**config.mk**
```make
export PLATFORM = sky130hd
export DESIGN_NAME = wb_stage
export DESIGN_NICKNAME = d
export VERILOG_FILES = /design/src/rtl/wb_stage.sv
export SDC_FILE = /design/constraint.sdc
export NUM_CORES = 1
export LEC_CHECK = 0
export CAP_MARGIN = 30
export CELL_PAD_IN_SITES_DETAIL_PLACEMENT = 1
export CELL_PAD_IN_SITES_GLOBAL_PLACEMENT = 1
export CORE_UTILIZATION = 29
export CTS_CLUSTER_DIAMETER = 120
export DETAILED_ROUTE_END_ITERATION = 10
export GPL_TIMING_DRIVEN = 0
export MAX_ROUTING_LAYER = met4
export PLACE_DENSITY = 0.87
export SLEW_MARGIN = 25
export SYNTH_ARGS = -nofsm -noshare
export SYNTH_HDL_FRONTEND = slang
export SYNTH_SLANG_ARGS = --single-unit
```
**constraint.sdc**
```tcl
create_clock -name clk -period 5.2 [get_ports clk]
set_input_delay 1.04 -clock clk [delete_from_list [all_inputs] [get_ports clk]]
set_output_delay 1.04 -clock clk [all_outputs]
set_load 0.1 [all_outputs]
```
**src/rtl/wb_stage.sv**
```systemverilog
// Write-back stage of the 5-stage MIPS pipeline.
// Selects the register-file write data, runs the SYSCALL services (display, halt),
// and keeps cycle and retired-instruction counters. halt is the FSM state output
// and holds every upstream pipeline register while it is 1.
//
// Flow control: there is no valid/ready pair in this stage. An instruction is
// present whenever ir_in != 0 (0 is a bubble). The only back-pressure is halt:
// while halt=1 upstream is frozen, so the inputs are stable, nothing is written
// and every registered output keeps its value until go returns the stage to RUN.
module wb_stage #(
  parameter int          CNT_W    = 32,
  parameter logic [31:0] SYS_HALT = 32'd10,
  parameter logic [31:0] SYS_DISP = 32'd34
) (
  input  logic             clk,
  input  logic             rst,
  input  logic [31:0]      ir_in,
  input  logic [31:0]      pc_in,
  input  logic             lbu_in,
  input  logic             memtoreg_in,
  input  logic             regwrite_in,
  input  logic             jal_in,
  input  logic             syscall_in,
  input  logic [31:0]      result1_in,
  input  logic [31:0]      dout_in,
  input  logic [31:0]      r1_in,
  input  logic [31:0]      r2_in,
  input  logic [4:0]       w_num_in,
  input  logic             go,
  output logic             rf_we,
  output logic [4:0]       rf_wnum,
  output logic [31:0]      rf_wdata,
  output logic             halt,
  output logic [31:0]      disp,
  output logic [CNT_W-1:0] cycle_cnt,
  output logic [CNT_W-1:0] retire_cnt
);

  typedef enum logic {
    RUN  = 1'b0,
    HALT = 1'b1
  } state_t;

  localparam logic [CNT_W-1:0] CNT_ONE = {{(CNT_W-1){1'b0}}, 1'b1};

  state_t           state;
  state_t           state_nx;
  logic [31:0]      disp_nx;
  logic [CNT_W-1:0] cycle_nx;
  logic [CNT_W-1:0] retire_nx;
  logic [7:0]       load_byte;

  // State, display latch and counters; reset wins over go and syscall.
  always_ff @(posedge clk) begin
    if (rst) begin
      state      <= RUN;
      disp       <= 32'd0;
      cycle_cnt  <= '0;
      retire_cnt <= '0;
    end else begin
      state      <= state_nx;
      disp       <= disp_nx;
      cycle_cnt  <= cycle_nx;
      retire_cnt <= retire_nx;
    end
  end

  // Next-state, syscall services and counter updates; HALT freezes everything.
  always_comb begin
    state_nx  = state;
    disp_nx   = disp;
    cycle_nx  = cycle_cnt;
    retire_nx = retire_cnt;
    case (state)
      RUN: begin
        cycle_nx = cycle_cnt + CNT_ONE;
        if (ir_in != 32'd0) begin
          retire_nx = retire_cnt + CNT_ONE;
        end
        if (syscall_in) begin
          if (r1_in == SYS_HALT) begin
            state_nx = HALT;
          end else if (r1_in == SYS_DISP) begin
            disp_nx = r2_in;
          end
        end
      end
      HALT: begin
        if (go) begin
          state_nx = RUN;
        end
      end
      default: begin
        state_nx = RUN;
      end
    endcase
  end

  // Byte lane picked by the low address bits for LBU (byte 0 = least significant).
  always_comb begin
    load_byte = dout_in[7:0];
    case (result1_in[1:0])
      2'd0: load_byte = dout_in[7:0];
      2'd1: load_byte = dout_in[15:8];
      2'd2: load_byte = dout_in[23:16];
      2'd3: load_byte = dout_in[31:24];
      default: load_byte = dout_in[7:0];
    endcase
  end

  // Write-back mux, priority jal > lbu > memtoreg > alu; writes to $0 are dropped.
  always_comb begin
    rf_wnum  = w_num_in;
    rf_wdata = result1_in;
    if (jal_in) begin
      rf_wnum  = 5'd31;
      rf_wdata = pc_in + 32'd4;
    end else if (lbu_in) begin
      rf_wdata = {24'd0, load_byte};
    end else if (memtoreg_in) begin
      rf_wdata = dout_in;
    end
    rf_we = regwrite_in && (state == RUN) && (rf_wnum != 5'd0);
  end

  assign halt = (state == HALT);

endmodule
```
## Yosys cells after proc, flatten, opt, wreduce, memory -nomap -nowiden

Index checks and enable logic that the tools add are counted.

| cells by class | value |
|---|---|
| add/sub/neg operators | 3 |
| equality and inequality tests | 5 |
| order comparisons | 0 |
| multiply operators | 0 |
| bitwise gates (word level) | 2 |
| shifts and indexed selects | 0 |
| divide/modulo/power cells | 0 |
| multiplexer cells | 9 |
| reductions and logical operators | 7 |

Operators with widths:

| operator | number |
|---|---|
| $mux 32 | 3 |
| $add 32x1->32 const B | 2 |
| $add 32x3->32 const B | 1 |
| $eq 32x4->1 const B | 1 |
| $eq 32x6->1 const B | 1 |
| $pmux 8 s4 | 1 |
| $reduce_bool 32->1 | 1 |
| $mux 5 | 1 |
| $reduce_bool 5->1 | 1 |
| $eq 2x2->1 const B | 2 |
| $reduce_and 4->1 | 1 |
| $mux 1 | 3 |
| $eq 2x1->1 const B | 1 |
| $logic_and 1x1->1 | 2 |
| $logic_not 2->1 | 1 |
| $not 1->1 | 2 |
| $pmux 1 s2 | 1 |
| $reduce_and 2->1 | 1 |

| storage, ports and cells | value |
|---|---|
| bits in read-only memories | 0 |
| bits in latches | 0 |
| flip-flop bits (word level) | 97 |
| input port bits | 205 |
| memories | 0 |
| bits in writable memories | 0 |

## Longest topological paths before layout

| logic depth | value |
|---|---|
| depth after elaboration | 4 |
| mapped depth | 7 |
| mapped depth without buffers | 6 |

## Least setup slack after synthesis

Ideal clock, no wire load.

| path | value |
|---|---|
| kind | input to output |
| start | in memtoreg_in |
| end | out rf_wdata[1] |
| buffers on the path | 2 |
| data arrival time | 3.866 ns |
| cell stages on the path | 6 |
| path slack | 0.294 ns |
| cells stage by stage | clkbuf_1 buf_2 mux2i_1 nor2_1 a21oi_1 o21ai_0 |

| on the way | value |
|---|---|
| cells in the longest elaborated chain, start to end | 3 |

RTL lines:

| element | RTL line | source |
|---|---|---|
| start, declared | 20 | `input logic memtoreg_in,` |
| $mux 32 | 120 | `end else if (memtoreg_in) begin` |
| $mux 32 | 118 | `end else if (lbu_in) begin` |
| $mux 32 | 115 | `if (jal_in) begin` |
| end, declared | 32 | `output logic [31:0] rf_wdata,` |

No other way between the ends.

## Worst setup path after layout

| path | value |
|---|---|
| start | in pc_in[15] |
| end | out rf_wdata[28] |

| on the way | value |
|---|---|
| cells in the longest elaborated chain, start to end | 2 |

RTL lines:

| element | RTL line | source |
|---|---|---|
| start, declared | 18 | `input logic [31:0] pc_in,` |
| $add 32x3->32 | 117 | `rf_wdata = pc_in + 32'd4;` |
| $mux 32 | 115 |  |

No other way between the ends.

==> impl_metrics.py <==
metrics = {
    "global_routing": {
        "met1_usage_pct": 28.1,
        "grt_max_degree": 19,
        "grt_pass1_vias": 7267,
        "grt_pass1_wl_mm": 40.9,
        "grt_util_met2_pct": 48.4,
        "overflow": 0,
        "grtUsageTotal_pct": 26.8,
        "busiest_layer": "met2",
        "grt_util_met3_pct": 6.42,
        "grt_antenna_before_repair": 0,
    },
    "timing": {
        "fin_crit_ps": 5100,
        "rsz0062_at_grt": "no",
        "timing_hold_violations_final": 0,
        "fmax_ghz": 0.196,
        "tightest_slew_ps": 1070,
        "timing.hold.ws_ps": 501,
        "slew_headroom_pct": 28.2,
        "setup_viol": 0,
        "slew_violations": 0,
        "finClkSkew_ps": 10.6,
        "period_share_pct": 98.1,
    },
    "setup_path": {
        "crit_path_end_kind": "primary output",
        "r2r_end": "disp[4]",
        "cp_slowest_cell": "clkdlybuf4s50_1",
        "slowest_delay_ps": 1170,
        "arrival_ps": 4060,
        "rrSetupSlack_ps": 3020,
        "start_kind": "input port",
        "required_ps": 4160,
        "crit_path_frequent_cell": "clkdlybuf4s50_1",
        "cp_max_fo": 10,
        "startpoint": "pc_in[15]",
        "critPathKind": "in -> out",
        "crit_end": "rf_wdata[28]",
        "r2r_start": "halt",
        "reg2regPathDepth": 6,
        "crit_chain": "clkdlybuf4s50_1 > nand3_2 > or4_4 > buf_6 > nor3_2 > xnor2_1 > o22ai_1 > clkdlybuf4s50_1",
    },
    "yosys": {
        "syn_inst": 681,
        "seq_area_frac_synth_pct": 32.8,
        "synth-edff-count": 0,
        "yosys-top-cells-area": "dfxtp_1 (33%), mux2i_1 (11%), nor2_1 (6.0%)",
        "yosysTopAreaCell": "dfxtp_1",
        "synth_most_common_cell": "dfxtp_1",
        "syn_area_um2": 5910,
        "async_flop_share_pct": 0,
        "syn_avg_cell_area_um2": 8.68,
        "syn_nets": 889,
        "yosys_warnings": 0,
        "ys.flop_type": "dfxtp_1",
        "ys_seq_elements": 97,
        "synth.distinct_cells": 52,
        "synth_commonest_cells": "dfxtp_1 (97), nor2_1 (95), mux2i_1 (67)",
        "yosys.area.top_type_share_pct": 32.8,
    },
    "hold_path": {
        "min_path_type": "reg -> reg",
    },
    "clocking": {
        "cts_tree": "built",
        "cts-root-buf": "clkbuf_16",
        "post-cts-setup-buffers": 0,
        "cts_max_path_buffers": 2,
        "post_cts_resized": 9,
        "cts_buffers": 9,
        "cts_num_sinks": 97,
        "cts.clk_slew.worst_paths_ps": 70,
        "cts_max_level": 3,
        "postCtsHoldBufs": 0,
        "insertion_delay_ps": 360,
    },
    "place": {
        "placed_cell_area_um2": 9750,
        "gp_congestion": 0.951,
        "hpwlAfterDp_mm": 22.0,
        "portBuffers": 334,
        "dp.cells": 1286,
    },
    "route": {
        "antenna_left": 0,
        "viasPerCell": 5.30,
        "drc": 0,
        "wire_per_inst_um": 21.3,
        "drtIter0Drc": 264,
        "wl_mm": 27.8,
        "route.vias.total": 6907,
        "dr.pass1.iters": 4,
    },
    "floorplanning": {
        "die_w_um": 145,
        "start_util_pct": 30.0,
        "placementRows": 51,
        "die-height_um": 145,
        "ios": 340,
        "coreArea_um2": 19700,
        "die-area_um2": 21000,
    },
    "cells_and_area": {
        "fin_cells": 1304,
        "multiInputGateArea_um2": 3750,
        "antenna_cells": 0,
        "drive_gt1_share_pct": 7.12,
        "design_area_um2": 10100,
        "finalNetCount": 1242,
        "seq_area_um2": 1940,
        "area_delta_synth_final_pct": 71.2,
        "n_fill_cell": 2266,
    },
    "pwr": {
        "leakagePower_nw": 3.54,
        "peakVddDrop_v": 0.000223,
        "total_power_mw": 2.10,
        "power_density_nw_per_um2": 207,
    },
    "run_status": {
        "status": "complete, no violations",
    },
    "run": {
        "drv_cap": 0,
    },
}
## kinds of logic (layout without fill, tap and decap cells)
group / after synthesis / count (layout) / share of synthesized area, %
fa+ha+maj: 3 / 3 / 0.635
simple gates: 287 / 287 / 26.9
flops: 97 / 97 / 32.8
xor+xnor: 74 / 74 / 11.0
buf+inv: 52 / 410 / 3.74
compound gates: 93 / 93 / 10.6
mux: 75 / 75 / 14.4
## flip-flops by register name, summed over array words and instances, names as in the netlist
signal and flops:
halt 1, cycle_cnt 32, retire_cnt 32, disp 32
## stage by stage
stage | TNS [ps] | setup slack (ps) | util (%)
2_1_floorplan | 0 | 294 | -
3_3_place_gp | -178 | -95.3 | 48.6
3_5_place_dp | -289 | -103 | 49.5
4_1_cts | 0 | 1.16 | 51.1
5_1_grt | 0 | 7.39 | 51.4
6_report | 0 | 100 | 51.4
## critical path: cells and delay by family
family          cells  cell delay (ps)
compound gates      1              160
xor+xnor            1              100
buf+inv             3             1930
simple gates        3              820
## routing by layer
| layer | up-vias | routed length [um] |
|---|---|---|
| met2 | 299 | 14600 |
| met5 | - | 0 |
| met4 | 0 | 1030 |
| met1 | 3351 | 10200 |
| li1 | 3195 | - |
| met3 | 62 | 1930 |
## layout by cell type, fill, tap and decap left out, types with 8 or more instances in the layout
cell and n:
clkdlybuf4s50_1 316, dfxtp_1 97, nor2_1 95, mux2i_1 67
xor2_1 39, xnor2_1 35, nand2_1 35, clkbuf_1 26
nand3_1 25, a21oi_1 25, o22ai_1 23, nand4_1 23
o21ai_0 19, nor4_1 19, or3_1 16, inv_1 13
nor3_1 12, and4_1 11, o2111ai_1 11, and3_1 9
clkbuf_16 9, dlygate4sd2_1 9, nor3_2 8, mux4_2 8
dlymetal6s2s_1 8
## power by group
group | internal (mW) | switching (mW) | leakage [nW]
clock network | 0.431 | 0.325 | 0.160
registers | 0.746 | 0.00684 | 0.782
logic | 0.238 | 0.349 | 2.60
## how the worst min path moves through the flow
stage / endpoint / cells after the start / startpoint / slack (ps)
6_report: disp[16] / 2 / disp[16] / 500
3_3_place_gp: disp[21] / 2 / disp[21] / 470
4_1_cts: disp[20] / 2 / disp[20] / 510
5_1_grt: retire_cnt[31] / 2 / retire_cnt[31] / 530
3_5_place_dp: disp[20] / 2 / disp[20] / 490
2_1_floorplan: retire_cnt[31] / 2 / retire_cnt[31] / 940
## area by class of cell
cell class | instances | area share [%]
timing repair buffer | 342 | 35.0
sequential | 97 | 19.2
inverter | 13 | 0.482
clock buffer | 9 | 2.22
clock inverter | 7 | 1.09
tap | 265 | 3.27
buffer | 39 | 1.71
multi-input combinational | 532 | 37.0
Power figures use the tool's default switching activity.
